<file path="src/rtl/sd_filter.sv">
// rtl/sd_filter.sv - second-order 1-bit sigma-delta modulator, 16-bit En7 in, pulse-density out
module sd_filter (
    input  logic        clk,
    input  logic        reset,
    input  logic        clk_enable,
    input  logic [15:0] input_rsvd,
    output logic        ce_out,
    output logic        output_rsvd
);

    // Sums are carried at 26 bits: 24-bit integrator plus two 17-bit terms can never overflow this.
    localparam logic signed [25:0] FB_MAG  = 26'sd32768;
    localparam logic signed [25:0] SAT_MAX = 26'sd8388607;
    localparam logic signed [25:0] SAT_MIN = -26'sd8388608;

    logic signed [15:0] x_r_q, x_r_d;
    logic signed [23:0] i1_q, i1_d;
    logic signed [23:0] i2_q, i2_d;
    logic               out_q, out_d;
    logic               ce_q, ce_d;

    logic signed [25:0] fb;
    logic signed [25:0] sum1;
    logic signed [25:0] sum2;
    logic signed [23:0] i1_n;
    logic signed [23:0] i2_n;

    // Clamp a wide sum into the 24-bit integrator range instead of wrapping.
    function automatic logic signed [23:0] sat24(input logic signed [25:0] v);
        if (v > SAT_MAX) begin
            return 24'sh7FFFFF;
        end else if (v < SAT_MIN) begin
            return -24'sh800000;
        end else begin
            return $signed(v[23:0]);
        end
    endfunction

    // Integrator update; the input term uses the previously captured sample, giving two-edge latency.
    always_comb begin
        fb   = out_q ? FB_MAG : -FB_MAG;
        sum1 = $signed({{2{i1_q[23]}}, i1_q}) + $signed({{10{x_r_q[15]}}, x_r_q}) - fb;
        i1_n = sat24(sum1);
        sum2 = $signed({{2{i2_q[23]}}, i2_q}) + $signed({{2{i1_n[23]}}, i1_n}) - fb;
        i2_n = sat24(sum2);

        x_r_d = x_r_q;
        i1_d  = i1_q;
        i2_d  = i2_q;
        out_d = out_q;
        ce_d  = clk_enable;
        if (clk_enable) begin
            x_r_d = $signed(input_rsvd);
            i1_d  = i1_n;
            i2_d  = i2_n;
            out_d = (i2_n >= 0);
        end
    end

    // State registers; reset overrides the enable.
    always_ff @(posedge clk) begin
        if (reset) begin
            x_r_q <= '0;
            i1_q  <= '0;
            i2_q  <= '0;
            out_q <= 1'b0;
            ce_q  <= 1'b0;
        end else begin
            x_r_q <= x_r_d;
            i1_q  <= i1_d;
            i2_q  <= i2_d;
            out_q <= out_d;
            ce_q  <= ce_d;
        end
    end

    assign output_rsvd = out_q;
    assign ce_out      = ce_q;

endmodule

</file>
<file path="config.mk">
export PLATFORM = sky130hd
export DESIGN_NAME = sd_filter
export DESIGN_NICKNAME = d
export VERILOG_FILES = /design/src/rtl/sd_filter.sv
export SDC_FILE = /design/constraint.sdc
export NUM_CORES = 1
export LEC_CHECK = 0
export ABC_AREA = 1
export BUFFER_PORTS_ARGS = -buffer_cell sky130_fd_sc_hd__buf_2
export CORE_MARGIN = 4
export CORE_UTILIZATION = 58
export DETAILED_ROUTE_END_ITERATION = 8
export GPL_ROUTABILITY_DRIVEN = 0
export GPL_TIMING_DRIVEN = 0
export PLACE_DENSITY = 0.73
export SYNTH_ARGS = -nofsm -noshare
export SYNTH_HDL_FRONTEND = slang
export SYNTH_SLANG_ARGS = --single-unit
</file>
<file path="constraint.sdc">
create_clock -name clk -period 7.2 [get_ports clk]
set_input_delay 1.44 -clock clk [delete_from_list [all_inputs] [get_ports clk]]
set_output_delay 1.44 -clock clk [all_outputs]
set_load 0.02 [all_outputs]
</file>
* Word-level counts from Yosys, hierarchy flattened
Cells that the tools add are included.
** Word-level totals
- Register bits :: 66
- Latch bits :: 0
- Bits in writable memories :: 0
- ROM bits :: 0
- Input port bits :: 19
- Memories kept :: 0
** Operators by class
- Add/sub/neg operators :: 4
- $mul :: 0
- Divide/modulo/power cells :: 0
- $lt $le $gt $ge :: 5
- Eq/ne operators :: 0
- Shift-type cells :: 0
- Muxes and demuxes :: 5
- Bitwise logic cells :: 0
- Reductions and logical operators :: 0
** Operators by type and width (number)
- two-way mux 24 bit :: 4
- > comparator 26 x 24 -> 1 bit, second input constant :: 2
- < comparator 26 x 24 -> 1 bit, second input constant :: 2
- subtractor 25 x 26 -> 26 bit :: 2
- two-way mux 26 bit :: 1
- adder 24 x 16 -> 25 bit :: 1
- adder 24 x 24 -> 25 bit :: 1
- greater-or-equal comparator 24 x 1 -> 1 bit, second input constant :: 1

* Depth between registers and ports, before layout
- Depth in word-level cells :: 11
- Mapped depth :: 39
- Mapped depth without buffers :: 38

* Worst setup path before layout
OpenSTA, ideal clock, no wires.
- Path type :: reg2reg
- Start :: register out_q (netlist: output_rsvd)
- End :: register i2_q[22]
- Setup time :: 0.066 ns
- Arrival :: 6.133 ns
- Required time :: 7.134 ns
- Path slack :: 1.001 ns
- Cell stages (with the launch flop) :: 36
- Path buffers :: 1
- Period minus slack after synthesis :: 6.199 ns
- Cell sequence :: dfxtp_1 > inv_1 > fa_1 > inv_1 > ha_1 > nand2_1 > inv_1 > a21oi_1 > nand2_1 > a21oi_1 > nand2_1 > nand2_1 > nand2_2 > nand2_4 > clkbuf_1 > nand2_1 > nand2_1 > inv_1 > ha_1 > inv_1 > ha_1 > a21oi_1 > nand2_1 > a21boi_0 > o21bai_1 > a21oi_1 > o21ai_0 > a21oi_1 > o21ai_0 > a21oi_1 > o21ai_0 > nand2_1 > nand2_1 > xor2_1 > nand2_1 > a21oi_2
** Between the ends
- Word-level cells in the longest chain between the ends :: 10
** RTL lines
- start: declaration :: RTL line 19 : logic out_q, out_d;
- start signal: assignment :: RTL line 72 : out_q <= out_d;
- two-way mux 26 bit (*) :: RTL line 41 : fb = out_q ? FB_MAG : -FB_MAG;
- subtractor 25 x 26 -> 26 bit (*) :: RTL line 42 : sum1 = $signed({{2{i1_q[23]}}, i1_q}) + $signed({{10{x_r_q[15]}}, x_r_q}) - fb;
- < comparator 26 x 24 -> 1 bit :: RTL line 32 : end else if (v < SAT_MIN) begin
- two-way mux 24 bit :: RTL line 32
- two-way mux 24 bit (*) :: RTL line 30 : if (v > SAT_MAX) begin
- via i1_n[23] :: RTL line 25 : logic signed [23:0] i1_n;
- adder 24 x 24 -> 25 bit (*) :: RTL line 44 : sum2 = $signed({{2{i2_q[23]}}, i2_q}) + $signed({{2{i1_n[23]}}, i1_n}) - fb;
- subtractor 25 x 26 -> 26 bit (*) :: RTL line 44
- < comparator 26 x 24 -> 1 bit :: RTL line 32
- two-way mux 24 bit :: RTL line 32
- two-way mux 24 bit (*) :: RTL line 30
- end signal: assignment :: RTL line 71 : i2_q <= i2_d;
- end: declaration :: RTL line 18 : logic signed [23:0] i2_q, i2_d;
Mark *: on every way through the listed nets, which the timed path passes. The rest lies on a longest branch.
A chain may end at the register's enable or synchronous reset.

* Final worst setup path
Ends and elaborated chain as after synthesis.

==> flow_summary.yaml <==
synth:
  syn-num-nets: 1101
  netlist_area_um2: 6505
  async_flop_share_pct: 0
  synth_top_family_by_area: "simple AND/OR/NAND/NOR gates"
  synth_cells: 987
  synth_mux_area_share_pct: 0
  ys_warn_count: 0
  synthAdderAreaFrac_pct: 20.12
  avgSynthCellArea_um2: 6.591
  synth.most_common_cell: "inv_1"
  synth_cell_types: 39
  yosys.area_share.simple_pct: 21.72
  netlist_top_cells_area: "dfxtp_1 20%, ha_1 15%, inv_1 13%, nand2_1 12%, a21oi_1 6.2%"
  ys_seq_elements: 66
  synth.top_cell.area_share_pct: 20.31
  ys_seq_area_share_pct: 20.31
  synth_flop_cell: "dfxtp_1"
  synth-xor-area-share_pct: 5.520
  yosys.area.top_type: "dfxtp_1"
  yosys-top-cells-count: "219 x inv_1, 212 x nand2_1, 81 x a21oi_1"
  synth_enable_flop_cells: 0
  synth_compound_gate_area_share_pct: 17.68
setup_path:
  crit_arrival_ps: 6760
  cp_num_cells: 34
  regToRegSetupSlack_ps: 740
  crit_path_frequent_cell: "nand2_1"
  worst-setup-path-type: "flop to flop"
  crit_end: "i2_q[22]$_SDFFE_PP0P_"
  cp-end-kind: "flop"
  r2r_start: "output_rsvd$_SDFFE_PP0P_"
  path_delay_family: "compound AO/OA/AOI/OAI gates"
  required_ps: 7490
  worstPathMaxFanout: 17
  max_stage_delay_ps: 580
  crit_path_start_kind: "flop"
  cp_num_buf_inv: 7
  worstSetupStartpoint: "output_rsvd$_SDFFE_PP0P_"
  rr_endpoint: "i2_q[22]$_SDFFE_PP0P_"
  slowest_stage: "dfxtp_4"
  reg2regPathDepth: 34
drt:
  via_per_inst: 5.087
  drt_wl_total_um: 15260
  drc_errors: 0
  final_antenna_net_count: 0
  vias: 5901
  dr.pass1.iters: 5
  routedWlPerCell_um: 13.15
  drtIter0Drc: 353
finish:
  fillers: 1109
  final_util_pct: 63.73
  design_area_um2: 6939
  area_growth_pct: 6.674
  drive_above_1_share_pct: 8.039
  fin_nets: 1130
  instances_no_fill: 1160
  diodes: 0
cts:
  holdBufCountCts: 0
  clk_pin_slew_ps: 70
  cts_max_path_buffers: 2
  htreeDepth: 3
  post_cts_buffers: 0
  cts-root-buf: "clkbuf_8"
  cts_made_buffers: 9
  cts_sinks: 66
  clk_latency_ps: 350
  cts_tree: "yes"
sta:
  rsz0062_at_grt: "no"
  skew_ps: 10.30
  max_slew_margin_pct: 62.65
  final-setup-viol-count: 0
  fmax_mhz: 154.7
  fin_setup_tns_ps: 0
  worst_slew_pin_slew_ps: 560.3
  period_share_pct: 89.78
  fin_crit_ps: 6464
  slew_violations: 0
  hold_viol: 0
die:
  core-area_um2: 10890
  dieArea_um2: 12970
  ioPinCount: 21
  die_w_um: 113.9
  rows: 38
  initial_core_util_pct: 59.74
  die_y_um: 113.9
run:
  max-cap-violations: 0
placed_design:
  dp_cells: 1146
  hpwl_um: 12540
  place_area_um2: 6775
  port_buffers: 19
worst_hold_path:
  hold_path.class: "flop to flop"
global_routing:
  antenna_found_initial: 0
  gr-total-overflow: 0
  grt_pass1_vias: 5602
  grt_usage_pct: 24.94
  grt_max_degree: 18
  grt_pass1_wl_um: 26230
status:
  status: "finished, final reports clean"
cell families after synthesis:
family / Yosys count
AO/OA/AOI/OAI: 203
XOR/XNOR: 41
adder cells (fa/ha/maj): 95
buffers and inverters: 246
flip-flops: 66
AND/OR/NAND/NOR: 336
how the worst min path moves through the flow:
| stage | startpoint | end | slack [ps] | depth (start not counted) |
|---|---|---|---|---|
| after floorplan | x_r_q[10]$_SDFFE_PP0P_ | x_r_q[10]$_SDFFE_PP0P_ | 440 | 2 |
| after global placement | x_r_q[6]$_SDFFE_PP0P_ | x_r_q[6]$_SDFFE_PP0P_ | 460 | 2 |
| after detailed placement | x_r_q[4]$_SDFFE_PP0P_ | x_r_q[4]$_SDFFE_PP0P_ | 460 | 2 |
| after CTS | x_r_q[4]$_SDFFE_PP0P_ | x_r_q[4]$_SDFFE_PP0P_ | 470 | 2 |
| after global routing | x_r_q[9]$_SDFFE_PP0P_ | x_r_q[9]$_SDFFE_PP0P_ | 490 | 2 |
| final | x_r_q[5]$_SDFFE_PP0P_ | x_r_q[5]$_SDFFE_PP0P_ | 470 | 2 |
state kept, by name, summed over array words and instances, names as in the netlist:
| register | cells |
|---|---|
| output_rsvd | 1 |
| i2_q | 24 |
| i1_q | 24 |
| x_r_q | 16 |
| ce_out | 1 |
final cells by class:
class	count	area, um2	area share (%)
inverter	221	829.5	11.95
clock buffer	13	148.9	2.146
buffer	24	120.1	1.731
clock inverter	2	13.76	0.1983
tap	140	175.2	2.524
timing repair buffer	19	95.09	1.370
sequential	66	1326	19.11
multi-input combinational	675	4230	60.96
layout by cell type (no fill, tap or decap), types with 6 or more instances in the layout:
cell type,count
a21oi_1,81
a21oi_2,20
a31oi_1,9
buf_2,19
clkbuf_1,23
clkbuf_8,10
dfxtp_1,64
fa_1,16
ha_1,79
inv_1,219
nand2_1,212
nand2_2,12
nand3_1,20
nor2_1,66
nor3_1,6
o21ai_0,78
xnor2_1,16
xor2_1,25
tightest hold or removal path, stage by stage (launching register included):
cell and delay [ps]:
dfxtp_1 300, inv_1 60, a21oi_1 60
metrics by stage:
step	hold slack (ps)	setup slack [ps]
floorplan	439.5	1001
global placement	456.4	24.74
detailed placement	457.4	-8.922
CTS	467.8	421.8
global route	492.4	1.281
finish	465.2	735.6
timing repair:
action,CTS,global route
gates resized for setup,1,2
setup endpoints to repair,1,2
pin swaps,0,0
per-layer routing:
metal  vias to the layer above  GRT usage [%]  part of all wire, %
li1                       3146              -                    -
met1                      2645          35.00                   50
met2                        92          40.79                   45
met3                        18          3.024                  3.6
met4                         0          6.413                  1.3
met5                         -              0                    0
Power is left out: the tool's default activity adds up to more than one toggle a clock period on the data nets, which glitch-free logic cannot reach.
